**src/rtl/ascon_pkg.sv**
```systemverilog
`default_nettype none
// ============================================================================
// Module      : ascon_pkg
// Description : Shared types and constants for the Ascon AD absorb stage:
//               round-constant table, S-box table, FSM encoding, state type.
//               The PAD state exists only when ASCON_AD_PAD_EN is defined.
// Revision    : 1.0 - initial release
// ============================================================================
package ascon_pkg;

    localparam int ROUND_MAX = 12;
    localparam int RATE_W    = 64;

    // x0..x4; index 0 is x0
    typedef logic [4:0][RATE_W-1:0] ascon_state_t;

    typedef enum logic [2:0] {
        ST_IDLE    = 3'd0,
        ST_WAIT_AD = 3'd1,
        ST_PERM    = 3'd2,
`ifdef ASCON_AD_PAD_EN
        ST_PAD     = 3'd3,
`endif
        ST_DONE    = 3'd4
    } ascon_fsm_e;

    // Round constants for round indices 0..11 (entry 0 is rightmost)
    localparam logic [11:0][7:0] RC_TABLE = {
        8'h4b, 8'h5a, 8'h69, 8'h78, 8'h87, 8'h96,
        8'ha5, 8'hb4, 8'hc3, 8'hd2, 8'he1, 8'hf0
    };

    // 5-bit S-box; input/output bit 4 is x0, bit 0 is x4 (entry 0 rightmost)
    localparam logic [31:0][4:0] SBOX = {
        5'h17, 5'h0f, 5'h0a, 5'h16, 5'h19, 5'h01, 5'h0c, 5'h10,
        5'h18, 5'h11, 5'h0d, 5'h00, 5'h0e, 5'h07, 5'h13, 5'h1e,
        5'h1c, 5'h06, 5'h03, 5'h1d, 5'h12, 5'h08, 5'h05, 5'h1b,
        5'h02, 5'h09, 5'h15, 5'h1a, 5'h14, 5'h1f, 5'h0b, 5'h04
    };

    // Indices past the table yield zero rather than an undefined lookup
    function automatic logic [7:0] round_const(input logic [3:0] idx);
        logic [7:0] rc;
        rc = 8'h00;
        if (idx < 4'(ROUND_MAX)) begin
            rc = RC_TABLE[idx];
        end
        return rc;
    endfunction

endpackage
`default_nettype wire

```
**src/rtl/ascon_round.sv**
```systemverilog
`default_nettype none
// ============================================================================
// Module      : ascon_round
// Description : One combinational Ascon permutation round: constant addition
//               into x2, bit-sliced 5-bit S-box layer, linear diffusion layer.
// Revision    : 1.0 - initial release
// ============================================================================
module ascon_round
    import ascon_pkg::*;
(
    input  ascon_state_t state_i,
    input  logic [3:0]   round_i,
    output ascon_state_t state_o
);

    ascon_state_t w_add;
    ascon_state_t w_sub;

    // Constant addition touches only the low byte of x2
    always_comb begin
        w_add    = state_i;
        w_add[2] = state_i[2] ^ {56'h0, round_const(round_i)};
    end

    // S-box applied independently to every bit column {x0,x1,x2,x3,x4}
    generate
        for (genvar b = 0; b < RATE_W; b++) begin : g_sbox
            logic [4:0] w_col_in;
            logic [4:0] w_col_out;
            assign w_col_in     = {w_add[0][b], w_add[1][b], w_add[2][b], w_add[3][b], w_add[4][b]};
            assign w_col_out    = SBOX[w_col_in];
            assign w_sub[0][b]  = w_col_out[4];
            assign w_sub[1][b]  = w_col_out[3];
            assign w_sub[2][b]  = w_col_out[2];
            assign w_sub[3][b]  = w_col_out[1];
            assign w_sub[4][b]  = w_col_out[0];
        end
    endgenerate

    // Linear layer: each word XORed with two right-rotations of itself
    assign state_o[0] = w_sub[0] ^ {w_sub[0][18:0], w_sub[0][63:19]} ^ {w_sub[0][27:0], w_sub[0][63:28]};
    assign state_o[1] = w_sub[1] ^ {w_sub[1][60:0], w_sub[1][63:61]} ^ {w_sub[1][38:0], w_sub[1][63:39]};
    assign state_o[2] = w_sub[2] ^ {w_sub[2][0],    w_sub[2][63:1]}  ^ {w_sub[2][5:0],  w_sub[2][63:6]};
    assign state_o[3] = w_sub[3] ^ {w_sub[3][9:0],  w_sub[3][63:10]} ^ {w_sub[3][16:0], w_sub[3][63:17]};
    assign state_o[4] = w_sub[4] ^ {w_sub[4][6:0],  w_sub[4][63:7]}  ^ {w_sub[4][40:0], w_sub[4][63:41]};

endmodule
`default_nettype wire

```
**src/rtl/ascon_ad_absorb.sv**
```systemverilog
`default_nettype none
// ============================================================================
// Module      : ascon_ad_absorb
// Description : Ascon associated-data absorb stage. Loads the post-init
//               state, XORs each 64-bit AD block into x0, runs ROUNDS_B
//               rounds per block (one per cycle) and applies the domain
//               separation bit to x4 at the end.
//               Optional macro ASCON_AD_PAD_EN: hardware padding of the last
//               block using ad_bytes_i, with an extra padding block when the
//               last block is full.
// Revision    : 1.0 - initial release
// ============================================================================
module ascon_ad_absorb
    import ascon_pkg::*;
#(
    parameter int ROUNDS_B = 6
) (
    input  logic               clk_i,
    input  logic               rst_n_i,
    input  logic               start_i,
    input  ascon_state_t       state_i,
    input  logic [127:0]       key_i,
    input  logic               ad_empty_i,
    input  logic               ad_valid_i,
    output logic               ad_ready_o,
    input  logic [RATE_W-1:0]  ad_data_i,
    input  logic               ad_last_i,
`ifdef ASCON_AD_PAD_EN
    input  logic [3:0]         ad_bytes_i,
`endif
    output logic               busy_o,
    output logic               done_o,
    output ascon_state_t       state_o,
    output logic               intr_o
);

    localparam logic [3:0] c_round_start = 4'(ROUND_MAX - ROUNDS_B);
    localparam logic [3:0] c_round_last  = 4'(ROUND_MAX - 1);
`ifdef ASCON_AD_PAD_EN
    localparam logic [RATE_W-1:0] c_pad_word = {1'b1, {(RATE_W-1){1'b0}}};
`endif

    ascon_fsm_e         r_fsm;
    ascon_fsm_e         w_fsm_next;
    ascon_state_t       r_state;
    ascon_state_t       w_state_next;
    ascon_state_t       w_round_out;
    logic [3:0]         r_round;
    logic [3:0]         w_round_next;
    logic               r_last;       // block being permuted is the final one
    logic               w_last_next;
    logic [RATE_W-1:0]  w_ad_block;
`ifdef ASCON_AD_PAD_EN
    logic               r_full;       // final block was full, padding block pending
    logic               w_full_next;
`endif

    ascon_round u_round (
        .state_i (r_state),
        .round_i (r_round),
        .state_o (w_round_out)
    );

`ifdef ASCON_AD_PAD_EN
    // Short last block: keep the top n bytes, put 0x80 at byte n, clear the rest
    always_comb begin
        w_ad_block = ad_data_i;
        if (ad_last_i && (ad_bytes_i < 4'd8)) begin
            w_ad_block = (ad_data_i & ~({RATE_W{1'b1}} >> {ad_bytes_i[2:0], 3'b000}))
                       | (c_pad_word >> {ad_bytes_i[2:0], 3'b000});
        end
    end
`else
    assign w_ad_block = ad_data_i;
`endif

    // Next-state and datapath update for the absorb sequence
    always_comb begin
        w_fsm_next   = r_fsm;
        w_state_next = r_state;
        w_round_next = r_round;
        w_last_next  = r_last;
`ifdef ASCON_AD_PAD_EN
        w_full_next  = r_full;
`endif
        case (r_fsm)
            ST_IDLE: begin
                if (start_i) begin
                    w_state_next    = state_i;
                    w_state_next[3] = state_i[3] ^ key_i[127:64];
                    w_state_next[4] = state_i[4] ^ key_i[63:0];
                    w_round_next    = c_round_start;
                    w_last_next     = 1'b0;
`ifdef ASCON_AD_PAD_EN
                    w_full_next     = 1'b0;
`endif
                    if (ad_empty_i) begin
                        w_state_next[4][0] = w_state_next[4][0] ^ 1'b1;
                        w_fsm_next         = ST_DONE;
                    end else begin
                        w_fsm_next = ST_WAIT_AD;
                    end
                end
            end
            ST_WAIT_AD: begin
                if (ad_valid_i) begin
                    w_state_next[0] = r_state[0] ^ w_ad_block;
                    w_last_next     = ad_last_i;
`ifdef ASCON_AD_PAD_EN
                    w_full_next     = ad_last_i && (ad_bytes_i >= 4'd8);
`endif
                    w_round_next    = c_round_start;
                    w_fsm_next      = ST_PERM;
                end
            end
            ST_PERM: begin
                w_state_next = w_round_out;
                if (r_round == c_round_last) begin
                    w_round_next = c_round_start;
                    if (!r_last) begin
                        w_fsm_next = ST_WAIT_AD;
`ifdef ASCON_AD_PAD_EN
                    end else if (r_full) begin
                        w_fsm_next = ST_PAD;
`endif
                    end else begin
                        w_state_next[4][0] = w_round_out[4][0] ^ 1'b1;
                        w_fsm_next         = ST_DONE;
                    end
                end else begin
                    w_round_next = r_round + 4'd1;
                end
            end
`ifdef ASCON_AD_PAD_EN
            ST_PAD: begin
                w_state_next[0] = r_state[0] ^ c_pad_word;
                w_full_next     = 1'b0;
                w_round_next    = c_round_start;
                w_fsm_next      = ST_PERM;
            end
`endif
            ST_DONE: begin
                w_fsm_next = ST_IDLE;
            end
            default: begin
                w_fsm_next = ST_IDLE;
            end
        endcase
    end

    // State register with asynchronous clear
    always_ff @(posedge clk_i or negedge rst_n_i) begin
        if (!rst_n_i) begin
            r_fsm   <= ST_IDLE;
            r_state <= '0;
            r_round <= '0;
            r_last  <= 1'b0;
`ifdef ASCON_AD_PAD_EN
            r_full  <= 1'b0;
`endif
        end else begin
            r_fsm   <= w_fsm_next;
            r_state <= w_state_next;
            r_round <= w_round_next;
            r_last  <= w_last_next;
`ifdef ASCON_AD_PAD_EN
            r_full  <= w_full_next;
`endif
        end
    end

    assign ad_ready_o = (r_fsm == ST_WAIT_AD);
    assign busy_o     = (r_fsm != ST_IDLE);
    assign done_o     = (r_fsm == ST_DONE);
    assign intr_o     = done_o;
    assign state_o    = r_state;

endmodule
`default_nettype wire

```
**config.mk**
```make
export PLATFORM = sky130hd
export DESIGN_NAME = ascon_ad_absorb
export DESIGN_NICKNAME = d
export VERILOG_FILES = /design/src/rtl/ascon_pkg.sv /design/src/rtl/ascon_round.sv /design/src/rtl/ascon_ad_absorb.sv
export SDC_FILE = /design/constraint.sdc
export NUM_CORES = 2
export LEC_CHECK = 0
export CAP_MARGIN = 5
export CORE_AREA = 2 2 330 332
export CTS_CLUSTER_SIZE = 14
export DETAILED_ROUTE_END_ITERATION = 10
export DIE_AREA = 0 0 332 334
export SETUP_SLACK_MARGIN = 0.02
export SLEW_MARGIN = 20
export SYNTH_ARGS = -nofsm -noshare
export SYNTH_HDL_FRONTEND = slang
export SYNTH_HIERARCHICAL = 1
export SYNTH_SLANG_ARGS = --single-unit
export TNS_END_PERCENT = 20
```
**constraint.sdc**
```tcl
create_clock -name clk_i -period 3.25 [get_ports clk_i]
set_input_delay 0.4875 -clock clk_i [delete_from_list [all_inputs] [get_ports clk_i]]
set_output_delay 0.4875 -clock clk_i [all_outputs]
set_load 0.005 [all_outputs]
```
Word level (Yosys, flattened, before mapping) --
Memory sizes are Yosys's and may differ from the RTL's. Index checks and enable logic that the tools add are counted.
Cells by class: mux-type cells 86, shift-type cells 0, bitwise logic cells 16, reductions and logical operators 9, add/sub/neg operators 1, divide/modulo/power cells 0, equality and inequality tests 7, magnitude comparators 66, multiply operators 0
Operators with widths (number):
- $xor 64x64->64 | 13
- $pmux 256 s2 | 1
- $lt 5x6->1 const B | 64
- $mux 320 | 1
- $mux 5 | 64
- $pmux 64 s3 | 1
- $mux 64 | 1
- $xor 64x8->64 | 1
- $mux 8 | 2
- $mux 3 | 5
- $mux 4 | 3
- $pmux 4 s3 | 1
- $pmux 3 s3 | 1
- $reduce_and 3->1 | 3
- $ne 2x2->1 const B | 3
- $reduce_bool 3->1 | 2
- $lt 4x5->1 const B | 1
- $mux 1 | 5
- $add 4x1->4 const B | 1
- $eq 4x4->1 const B | 1
- $lt 4x4->1 const B | 1
- $reduce_bool 2->1 | 2
- $eq 3x1->1 const B | 1
- $eq 3x2->1 const B | 1
- other kinds (5) | 6
Word-level totals: word-level logic and storage cells 258, latch bits 0, output and inout bits 324, input port bits 518, memories 65, ROM bits 10368, bits in registers 328, memory bits (writable) 0
Memories:
- (name not given) | words 32, bits a word 5, read ports 1, clocked after memory_dff 0, wr ports 0, RTL line ascon_round.sv:31 | assign w_col_out = SBOX[w_col_in];
- (name not given) | words 32, bits a word 5, read ports 1, clocked after memory_dff 0, wr ports 0, RTL line ascon_round.sv:31
- (name not given) | words 32, bits a word 5, read ports 1, clocked after memory_dff 0, wr ports 0, RTL line ascon_round.sv:31
- (name not given) | words 32, bits a word 5, read ports 1, clocked after memory_dff 0, wr ports 0, RTL line ascon_round.sv:31
- (name not given) | words 32, bits a word 5, read ports 1, clocked after memory_dff 0, wr ports 0, RTL line ascon_round.sv:31
- (name not given) | words 32, bits a word 5, read ports 1, clocked after memory_dff 0, wr ports 0, RTL line ascon_round.sv:31
- 59 more memories

Depth between registers and ports, before layout --
depth after elaboration 12, gate-level depth with buffers 11

Modules after synthesis --
Netlist, hierarchy kept.
By module, submodules not included:
- ascon_round | seq. area each 0.0 um^2, area each 18745.5 um^2, cells an instance 2502, times used 1
- ascon_ad_absorb | seq. area each 8207.9 um^2, area each 16884.9 um^2, cells an instance 1861, times used 1

Worst setup path before layout --
Ideal clock, no wire load.
path type register to register, from register r_state (netlist bit state_o[194]), to register r_state (netlist bit state_o[69]), setup time 0.132 ns, cell stages (with the launch flop) 12, path slack 0.937 ns, clock period less this slack 2.313 ns, arrival 2.181 ns, data required time 3.118 ns, buffers on the path 1, cells stage by stage dfrtp_1 -> inv_1 -> ha_1 -> clkbuf_1 -> nor4_1 -> a31oi_1 -> o21ba_2 -> nor4b_4 -> xor2_1 -> xnor2_1 -> mux2i_1 -> o21ai_1
RTL lines:
- start: declaration | RTL line ascon_ad_absorb.sv:45 | ascon_state_t r_state;
- start signal: assignment | RTL line ascon_ad_absorb.sv:163 | r_state <= w_state_next;

==> metrics <==
share of the synthesized area in the top cell type=0.230; adder-cell share of the synthesized area=0.127; CP cell instances=inv_1, ha_1, xor2_1, nor2_1, a21oi_1, mux2i_1, xor2_1, xnor2_1, mux2i_1, o21ai_1; H-tree level count=2; FMAX=just over 300 MHz; largest net degree at the start of global routing=90; DR vias=37,000; worst slew pin tran=~1100 ps; Max Root-Sink Buffers=3; Simple-Gate Fraction of Synth Area=0.136; RSZ-0062 raised after global routing=false; dominant cells by area after synthesis=dfrtp_1, xnor2_1, ha_1, xor2_1, mux2i_1; row count=~120; CP max stage delay=roughly 850 ps; design area=49,400 sq um; ys async rst share=1.00; clk slew on worst S/H paths=70 ps; largest family of logic cells by synthesized area=XOR/XNOR gates; Final period util=0.988; final global-route overflow total=0; initial antenna violation count=11; GPL Wtd Cong=~1.1; EDFF count, synth=0; leading area contributor after synthesis=dfrtp_1; Post-CTS Setup Inserts=0; TritonCTS clock tree=built; Seq/Total Area, Yosys=0.230; Total Wirelength=between 200,000 and 250,000 um; Area Overhead vs Synth=38.7%; cts bufs inserted=48; Slew HR=0.265; DP Worst Slack=~220 ps; Nets=between 6,000 and 7,000; die area=about 110,000 sq um; Mapped Avg Cell Area=a little over 8 sq um; drt first pass iters=6; # setup viols final=0; fin cells=slightly below 7,000; Max Slew Vio Count=0; via/cell ratio=about 5.4; WHS=roughly 430 ps; R2R Setup Slk=40 ps; Synth Flop Type=dfrtp_1; root buffer cell=clkbuf_16; Final WS setup=38.8 ps; CTS Sinks=approximately 330; Hold WC Path Type=in -> async; vias in the first global route=34,300; Die Height=334 um; run status=finished clean; Post-Place Cells=around 6,700; max-cap violations=0; WL per Instance=just under 30 um; CP Capture Type=flop; Clock Skew=approximately 31 ps; overall die width=roughly 330 um; Total GRT Usage=0.347; Yosys reg bits=between 300 and 400; multiplexer share of the synthesized area=0.0552; Post-Synth XOR/XNOR Area=0.257; Initial Util=0.331; DP Area=between 40,000 and 50,000 sq um; Period minus WS final=roughly 3200 ps; Critical Path AT=between 3000 and 4000 ps; library cells used by synthesis=between 60 and 70; crit path max fanout=6; first-pass GRT wire length=271,000 um; syn nets=between 5,000 and 6,000; Post-Synthesis Cells=4,363; Core ar.=around 110,000 sq um; Req. time, crit path=approximately 3800 ps; Setup CP Type=reg -> reg; Fin. Hold Viols=0; synthesized cell area=35,600 sq um; Top Ports=about 840; post-route ant nets=0; compound-cell area share of the yosys netlist=0.145; PortBufs=841; DRC=0; layout cells sized above 1=0.0850; DRC marker count from the first detailed-route iteration=roughly 4,000; Synthesis Warnings=6; critical path's slowest cell=mux2i_1; DP HPWL=around 170,000 um; Critical Path Source Type=flop; clock latency on the worst-skew pair=approximately 660 ps
==> worst paths after layout <==
check / cells after the start / startpoint / to
worst max-delay path: 10 / state_o[202] / state_o[77]
worst min-delay path: 2 / rst_n_i / state_o[224]
worst min register to register: 2 / state_o[251] / state_o[251]
min in group clk_i: 3 / state_i[100] / state_o[100]
max in group asynchronous: 3 / rst_n_i / state_o[117]
worst max register to register: 10 / state_o[202] / state_o[77]
==> state kept, by name (all words and copies together) (netlist names) <==
register / cells
r_fsm: 3
state_o: 320
r_last: 1
r_round: 4
==> worst max-delay path, delay by kind of cell, from the launching register on <==
kind | cells | cell delay [ps]
AO/OA/AOI/OAI | 2 | 180
XOR/XNOR | 3 | 860
adder cells (fa/ha/maj) | 1 | 400
buffers and inverters | 1 | 150
flip-flops | 1 | 420
multiplexers | 2 | 990
AND/OR/NAND/NOR | 1 | 120
==> metrics by stage <==
| stage | util | TNS [ps] |
|---|---|---|
| 2_1_floorplan | - | 0 |
| 3_3_place_gp | 0.443 | -66.6 |
| 3_5_place_dp | 0.443 | 0 |
| 4_1_cts | 0.458 | 0 |
| 5_1_grt | 0.458 | 0 |
| 6_report | 0.458 | 0 |
==> area by class of cell <==
| type | count | area (sq um) |
|---|---|---|
| antenna | 6 | 15.0 |
| clock buffer | 71 | 1410 |
| clock inverter | 17 | 229 |
| fill | 10800 | 58400 |
| inverter | 190 | 713 |
| multi-input combinational | 3606 | 25700 |
| sequential | 328 | 8210 |
| tap | 1414 | 1770 |
| timing repair buffer | 1197 | 11300 |
==> cell families after synthesis <==
kind of cell	after synthesis
and+or+nand+nor	1071
muxes	196
xor gates and xnor gates	1037
adders and majority gates	363
buffers and inverters	429
DFF	328
AOI/OAI and AO/OA	939
==> synthesized netlist by cell type, drive strengths merged, types with 5 or more instances <==
cell type	instances
xnor2	621
o21ai	466
xor2	413
nor2	398
ha	353
a21oi	349
dfrtp	328
nand2	296
mux2i	196
inv	190
clkbuf	143
nor3	119
buf	96
nand3	80
nor3b	62
a221oi	58
nor2b	47
or3	36
and3	13
maj3	10
a222oi	7
nand2b	7
o211ai	7
o31ai	7
a211oi	5
a32oi	5
and2	5
o221ai	5
o22a	5
==> layer usage <==
metal | track usage | wire length [um] | vias up
li1 | - | - | 16600
met1 | 0.437 | 80700 | 18000
met2 | 0.558 | 90800 | 1925
met3 | 0.0728 | 17700 | 398
met4 | 0.180 | 12000 | 8
met5 | 0 | 55 | -
==> timing repair <==
action / 4_1_cts / 5_1_grt
hold buffers: 1 / 0
hold endpoints to repair: 54 / 0
setup endpoints to repair: 0 / 1
resized for setup: 0 / 1
==> placed cells by master, fill, tap and decap left out, types with 58 or more instances in the layout <==
master | Yosys | final
clkdlybuf4s50_1 | 0 | 840
xnor2_1 | 618 | 618
xor2_1 | 411 | 410
nor2_1 | 398 | 398
ha_1 | 353 | 353
a21oi_1 | 346 | 345
buf_4 | 11 | 336
dfrtp_1 | 328 | 328
o21ai_0 | 321 | 321
nand2_1 | 296 | 296
mux2i_1 | 195 | 194
inv_1 | 190 | 190
o21ai_1 | 144 | 144
nor3_1 | 115 | 115
nand3_1 | 80 | 80
nor3b_1 | 61 | 61
a221oi_1 | 58 | 58
Power is left out: the tool's default activity adds up to more than one toggle a clock period on the data nets, which glitch-free logic cannot reach.
